### src/rtl/cnn1d_pkg.sv
// Shared numeric format for the 1-D CNN datapath: signed fixed point, 9 fractional bits.
package cnn1d_pkg;
   localparam int DATA_WIDTH = 12;
   localparam int FRAC_BITS  = 9;
endpackage

### src/rtl/xor_net_seq.sv
// Sequences one xor_net sample at a time: accept, settle NET_LATENCY+1 cycles, capture and threshold.
// Result valid NET_LATENCY+1 edges after accept; in_ready stays low until the result is taken or clr.
module xor_net_seq #(
   parameter int                    DATA_WIDTH  = cnn1d_pkg::DATA_WIDTH,
   parameter int                    NET_LATENCY = 4,
   parameter logic [DATA_WIDTH-1:0] THRESHOLD   = DATA_WIDTH'('h100),
   parameter int                    COUNT_WIDTH = 16
) (
   input  logic                   clk,
   input  logic                   rst,
   input  logic                   clr,
   input  logic                   in_valid,
   output logic                   in_ready,
   input  logic [DATA_WIDTH-1:0]  in_a,
   input  logic [DATA_WIDTH-1:0]  in_b,
   output logic [DATA_WIDTH-1:0]  net_a,
   output logic [DATA_WIDTH-1:0]  net_b,
   input  logic [DATA_WIDTH-1:0]  net_o,
   output logic                   out_valid,
   input  logic                   out_ready,
   output logic [DATA_WIDTH-1:0]  out_o,
   output logic                   out_bit,
   output logic                   busy,
   output logic [COUNT_WIDTH-1:0] sample_count
);

   localparam int CNT_W = (NET_LATENCY < 1) ? 1 : $clog2(NET_LATENCY + 1);

   typedef enum logic [1:0] {
      IDLE   = 2'd0,
      SETTLE = 2'd1,
      OUT    = 2'd2
   } state_t;

   state_t                 state_q, state_d;
   logic [CNT_W-1:0]       cnt_q, cnt_d;
   logic                   in_ready_d, out_valid_d;
   logic [DATA_WIDTH-1:0]  net_a_d, net_b_d, out_o_d;
   logic [COUNT_WIDTH-1:0] count_d;

   always_ff @(posedge clk or negedge rst) begin
      if (!rst) begin
         state_q      <= IDLE;
         cnt_q        <= '0;
         in_ready     <= 1'b0;
         net_a        <= '0;
         net_b        <= '0;
         out_valid    <= 1'b0;
         out_o        <= '0;
         sample_count <= '0;
      end else begin
         state_q      <= state_d;
         cnt_q        <= cnt_d;
         in_ready     <= in_ready_d;
         net_a        <= net_a_d;
         net_b        <= net_b_d;
         out_valid    <= out_valid_d;
         out_o        <= out_o_d;
         sample_count <= count_d;
      end
   end

   always_comb begin
      state_d     = state_q;
      cnt_d       = cnt_q;
      in_ready_d  = in_ready;
      net_a_d     = net_a;
      net_b_d     = net_b;
      out_valid_d = out_valid;
      out_o_d     = out_o;
      count_d     = sample_count;

      // clr pre-empts any handshake in flight; operands and result are left in place
      if (clr) begin
         state_d     = IDLE;
         out_valid_d = 1'b0;
         in_ready_d  = 1'b1;
      end else begin
         case (state_q)
            IDLE: begin
               in_ready_d = 1'b1;
               if (in_valid && in_ready) begin
                  net_a_d    = in_a;
                  net_b_d    = in_b;
                  cnt_d      = CNT_W'(NET_LATENCY);
                  in_ready_d = 1'b0;
                  state_d    = SETTLE;
               end
            end
            SETTLE: begin
               if (cnt_q != '0) begin
                  cnt_d = cnt_q - CNT_W'(1);
               end else begin
                  out_o_d     = net_o;
                  out_valid_d = 1'b1;
                  state_d     = OUT;
               end
            end
            OUT: begin
               if (out_valid && out_ready) begin
                  out_valid_d = 1'b0;
                  count_d     = sample_count + COUNT_WIDTH'(1);
                  in_ready_d  = 1'b1;
                  state_d     = IDLE;
               end
            end
            default: begin
               state_d    = IDLE;
               in_ready_d = 1'b1;
            end
         endcase
      end
   end

   assign out_bit = ($signed(out_o) >= $signed(THRESHOLD));
   assign busy    = (state_q != IDLE);

endmodule

### config.mk
export PLATFORM = sky130hd
export DESIGN_NAME = xor_net_seq
export DESIGN_NICKNAME = d
export VERILOG_FILES = /design/src/rtl/cnn1d_pkg.sv /design/src/rtl/xor_net_seq.sv
export SDC_FILE = /design/constraint.sdc
export NUM_CORES = 1
export LEC_CHECK = 0
export ABC_AREA = 1
export CAP_MARGIN = 20
export CELL_PAD_IN_SITES_DETAIL_PLACEMENT = 1
export CELL_PAD_IN_SITES_GLOBAL_PLACEMENT = 2
export CORE_MARGIN = 4
export CORE_UTILIZATION = 27
export CTS_CLUSTER_DIAMETER = 150
export DETAILED_ROUTE_END_ITERATION = 12
export GPL_TIMING_DRIVEN = 0
export PLACE_DENSITY_LB_ADDON = 0.15
export SLEW_MARGIN = 40
export SYNTH_ARGS = -nofsm -noshare
export SYNTH_HDL_FRONTEND = slang
export SYNTH_SLANG_ARGS = --single-unit
### constraint.sdc
create_clock -name clk -period 2.1 [get_ports clk]
set_input_delay 0.42 -clock clk [delete_from_list [all_inputs] [get_ports clk]]
set_output_delay 0.42 -clock clk [all_outputs]
set_load 0.01 [all_outputs]
# After elaboration in Yosys (flattened, before gate mapping)
# Cells that the tools add are included.
dict set report classes {
  addsub 2
  order_cmp 1
  n_eq_ne 8
  n_mux 16
  bitwise_logic 2
  n_reduce_logical 14
}
# op count
set ops {}
lappend ops {{adder 16 x 1 -> 16 bit (second input constant)} 1}
lappend ops {{AND reduction 3 bit} 5}
lappend ops {{>= comparator 12 x 10 -> 1 bit (second input constant)} 1}
lappend ops {{!= test 3 bit (second input constant)} 3}
lappend ops {{two-way mux 2 bit} 4}
lappend ops {{two-way mux 1 bit} 6}
lappend ops {{two-way mux 3 bit} 2}
lappend ops {{!= test 2 bit (second input constant)} 3}
lappend ops {{one-hot mux 2 bit (3 select lines)} 1}
lappend ops {{one-hot mux 3 bit (2 select lines)} 1}
lappend ops {{nonzero test 3 bit} 2}
lappend ops {{AND reduction 4 bit} 1}
lappend ops {{nonzero test 2 bit} 2}
lappend ops {{one-hot mux 1 bit (3 select lines)} 1}
lappend ops {{subtractor 3 x 1 -> 3 bit (second input constant)} 1}
lappend ops {{== test 2 x 1 -> 1 bit (second input constant)} 1}
lappend ops {{== test 2 bit (second input constant)} 1}
lappend ops {{logical AND 1 bit} 2}
lappend ops {{logical NOT 2 bit} 1}
lappend ops {{NOT 1 bit} 2}
lappend ops {{one-hot mux 1 bit (2 select lines)} 1}
lappend ops {{AND reduction 2 bit} 1}
dict set report word_totals {
  register_bits 59
  output_inout_bits 56
  wordCells 51
}

# Depth between registers and ports, before layout
dict set report logic_depth {
  word_depth 4
  depth_mapped 8
}

# Worst setup path before layout
# Ideal clock, no wire load.
dict set report synth_timing {
  path_type {reg-to-reg}
  start {register cnt_q[0]}
  end {register out_o[10]}
  setup_ns 0.066
  arrival_ns 1.194
  t_required_ns 2.034
  path_slack_ns 0.840
  path_stages_with_launch 8
  n_path_buf 1
  synth_period_minus_slack_ns 1.260
  cell_sequence {dfrtp_1 inv_1 ha_1 nand2_1 inv_1 clkbuf_1 nand3_1 nand2_1}
}
dict set report synth_between {
  elab_chain_len 3
}
# element line_no
set synth_rtl {}
lappend synth_rtl {{start: declaration} xor_net_seq.sv:36} ;# logic [CNT_W-1:0] cnt_q, cnt_d;
lappend synth_rtl {{start signal: assignment} xor_net_seq.sv:53} ;# cnt_q <= cnt_d;
lappend synth_rtl {{nonzero test 3 bit} xor_net_seq.sv:91} ;# if (cnt_q != '0) begin
lappend synth_rtl {{NOT 1 bit (no source line)} --}
lappend synth_rtl {{AND reduction 3 bit (no source line)} --}
lappend synth_rtl {{end signal: assignment} xor_net_seq.sv:58} ;# out_o <= out_o_d;
lappend synth_rtl {{end: declaration} xor_net_seq.sv:21} ;# output logic [DATA_WIDTH-1:0] out_o,
# Every way passes these cells.
# A chain may end at the register's enable or synchronous reset.

# Worst setup path in the final report
dict set report layout_timing {
  start {register state_q[1]}
  end {output busy}
}
dict set report layout_between {
  elab_chain_len 1
}
# element line_no
set layout_rtl {}
lappend layout_rtl {{start: declaration} xor_net_seq.sv:35} ;# state_t state_q, state_d;
lappend layout_rtl {{start signal: assignment} xor_net_seq.sv:52} ;# state_q <= state_d;
lappend layout_rtl {{nonzero test 2 bit} xor_net_seq.sv:116} ;# assign busy = (state_q != IDLE);
lappend layout_rtl {{end: declaration} xor_net_seq.sv:23} ;# output logic busy,
# Every way passes these cells.

==> metrics.md <==
| Metric | Value |
|---|---|
| Status | `finished, final reports clean` |
| Routed vias | `around 2400` |
| Die Ht | `roughly 110 microns` |
| Post-placement cell count | `roughly 540` |
| Total Wirelength | `around 7.3 mm` |
| Die area | `approximately 11000 sq um` |
| Synth area leaders | `dfrtp_1, nand2_1, nand3_1` |
| GRT Total Usage | `between 10 and 15%` |
| Mux share of post-synthesis cell area | `0%` |
| CTS Buffer Depth | `2` |
| Post-synthesis cell area | `2610 sq um` |
| Final cell count without fillers | `roughly 550` |
| CTS buffer count | `9` |
| Grt met2 use | `21.0%` |
| Antenna violations before repair | `0` |
| Final Cycle Share | `between 90% and 100%` |
| Rel. slew slack | `between 70% and 80%` |
| Count leader, synth | `nand2_1` |
| Routed len/inst | `approximately 13 microns` |
| Cell variety after synth | `25` |
| Post-Synthesis Cells | `309` |
| Vias in the first global route | `between 2000 and 2500` |
| CTS tree | `built` |
| Placed cell area | `between 3000 and 4000 sq um` |
| RSZ-0062 raised after global routing | `no` |
| Max Cap Viol | `0` |
| Fillcell total | `1113` |
| Post-synth EDFFs | `0` |
| Synth Area in Adders | `about 1.4%` |
| Synth Area in Compound Gates | `between 1 and 1.5%` |
| Area share of xor/xnor cells in the synthesized design | `approximately 2.7%` |
| Largest net degree at the start of global routing | `23` |
| Met1 Track Usage GR | `roughly 19%` |
| CP max FO | `3` |
| Initial core utilization | `28.0%` |
| Worst VDD drop | `419 uV` |
| Max-slew violations | `0` |
| Finished Cell Area | `approximately 4000 sq um` |
| Multi-input gate area | `~1000 sq um` |
| Area Growth Syn to Fin | `51.5%` |
| YS warnings | `0` |
| Placer Congestion | `0.715` |
| Tightest Pin Transition | `~0.45 ns` |
| CTS resizes | `0` |
| Core Footprint | `between 9000 and 10000 sq um` |
| Clk_lat worst skew | `0.33 ns` |
| Die W | `approximately 110 microns` |
| Initial DRC count | `57` |
| Synth Area per Inst | `around 8.4 sq um` |
| Critical path type | `reg2out` |
| Register area share after synthesis | `a little under three fifths` |
| Post-synthesis simple-gate area fraction | `33.1%` |
| Share of layout cells above drive strength 1 | `under 10%` |
| Final Hold Viols | `0` |
| Async SR Flop Fraction | `100%` |
| HPWL Detailed | `roughly 5.5 mm` |
| Final setup fails | `0` |
| Pwr dens | `~1100 nW/um^2` |
| Req. time, crit path | `~1.7 ns` |
| Synth top cells by count | `nand2_1, dfrtp_1, nand3_1` |
| Largest family of logic cells by synthesized area | `simple AND/OR/NAND/NOR gates` |
| Leakage | `roughly 0.0019 uW` |
| Post-synth top flop | `dfrtp_1` |
| Period minus WS final | `about 1.9 ns` |
| # port buffers | `between 90 and 100` |
| GRT busiest layer | `met2` |
| Vias/cell | `~4.3` |
| Final hold slack | `about 0.47 ns` |
| CP Data Arrival Time | `about 1.5 ns` |
| Min-delay worst type | `reg2reg` |
| Top Ports | `97` |
| DRT Pass-1 Iters | `4` |
| Final ANT Viol Nets | `0` |
| Register area | `~1500 sq um` |
| Syn nets | `between 300 and 400` |
| Row cnt | `35` |
| Final net count | `between 400 and 500` |
| DRC | `0` |
| Total gr overflow | `0` |
| Max Fclk | `0.528 GHz` |
| Clock slew seen by the registers of the worst setup and hold paths | `~0.070 ns` |
| Leading area contributor after synthesis | `dfrtp_1` |
| Crit end category | `output pin` |
| Clock sinks | `59` |
| Startpoint Class | `register` |
| Post-synth top area share | `a little under three fifths` |
| Grt met3 use | `between 3 and 4%` |
| Max Clock Skew | `0.00807 ns` |
| # diodes | `0` |
| #FFs+latches synth | `just under 60` |
| CTS root buffer | `clkbuf_8` |
| Htree depth | `3` |
| First-pass GRT wire length | `between 10 and 15 mm` |
==> cells by family (layout without fill, tap and decap cells) <==
family | Yosys count | after routing
AO/OA/AOI/OAI | 7 | 7
XOR/XNOR | 8 | 8
adder cells (fa/ha/maj) | 3 | 3
buffers and inverters | 30 | 143
flip-flops | 59 | 59
AND/OR/NAND/NOR | 202 | 202
==> area by class of cell <==
| cell class | instances | area share (%) |
|---|---|---|
| multi-input combinational | 220 | 25.5 |
| tap | 129 | 4.08 |
| sequential | 59 | 37.3 |
| clock buffer | 11 | 3.83 |
| clock inverter | 3 | 0.380 |
| inverter | 23 | 2.18 |
| buffer | 7 | 0.981 |
| timing repair buffer | 99 | 25.7 |
==> cell usage in the layout, fill, tap and decap left out, drive strengths merged <==
master,synthesis,final
o21ai,4,4
inv,23,23
xor2,3,3
nand4,3,3
clkbuf,1,12
nor2,24,24
nand2,145,145
nand3,26,26
dfrtp,59,59
a31oi,1,1
nor3,1,1
buf,6,9
nand3b,3,3
clkdlybuf4s50,0,95
dlygate4sd3,0,1
xnor2,5,5
o22ai,1,1
a21oi,1,1
ha,3,3
clkinv,0,3
==> repair_timing <==
item / CTS / global route
hold buffers: 1 / 0
setup buffers: 0 / 0
hold endpoints to repair: 18 / 0
==> worst paths after layout <==
path / from / slack (ns) / endpoint / cells after the start
max: state_q[1] / 0.21 / busy / 3
min: out_o[5] / 0.47 / out_o[5] / 2
max reg2reg: cnt_q[0] / 0.58 / out_o[9] / 7
min reg2reg: out_o[5] / 0.47 / out_o[5] / 2
max in group asynchronous: rst / 0.99 / net_a[1] / 4
min in group asynchronous: rst / 0.52 / out_o[11] / 2
==> worst max-delay path: stages, from the launching register on <==
cell,delay (ns)
dfrtp_1,0.41
nor2_2,0.18
inv_1,0.08
clkdlybuf4s50_1,0.48
==> report_power, final <==
group | switching, uW | leakage, uW | internal, uW
Combinational | 762 | 0.00105 | 898
Sequential | 218 | 0.000752 | 1510
Clock | 441 | 0.0000908 | 473
==> state kept, by name, summed over array words and instances (netlist names) <==
name,flops
state_q,2
cnt_q,3
out_o,12
sample_count,16
out_valid,1
net_b,12
in_ready,1
net_a,12
==> metal layers <==
metal  vias to the layer above  share of wire, %
li1                       1175                 -
met1                      1127                46
met5                         -                 0
met4                         0               1.5
met2                        65                46
met3                         9               6.5
==> per-stage QoR <==
stage	setup TNS [ns]	utilization, %	total power (uW)	setup slack, ns
finish	0	42.4	4300	0.207
global route	0	42.4	4640	0.124
global placement	-92.70	40.0	3400	-1.58
detailed placement	0	40.5	3440	0.185
floorplan	0	-	2420	0.840
CTS	0	42.4	4390	0.164
Note: power is estimated with default switching activity, not from simulation.
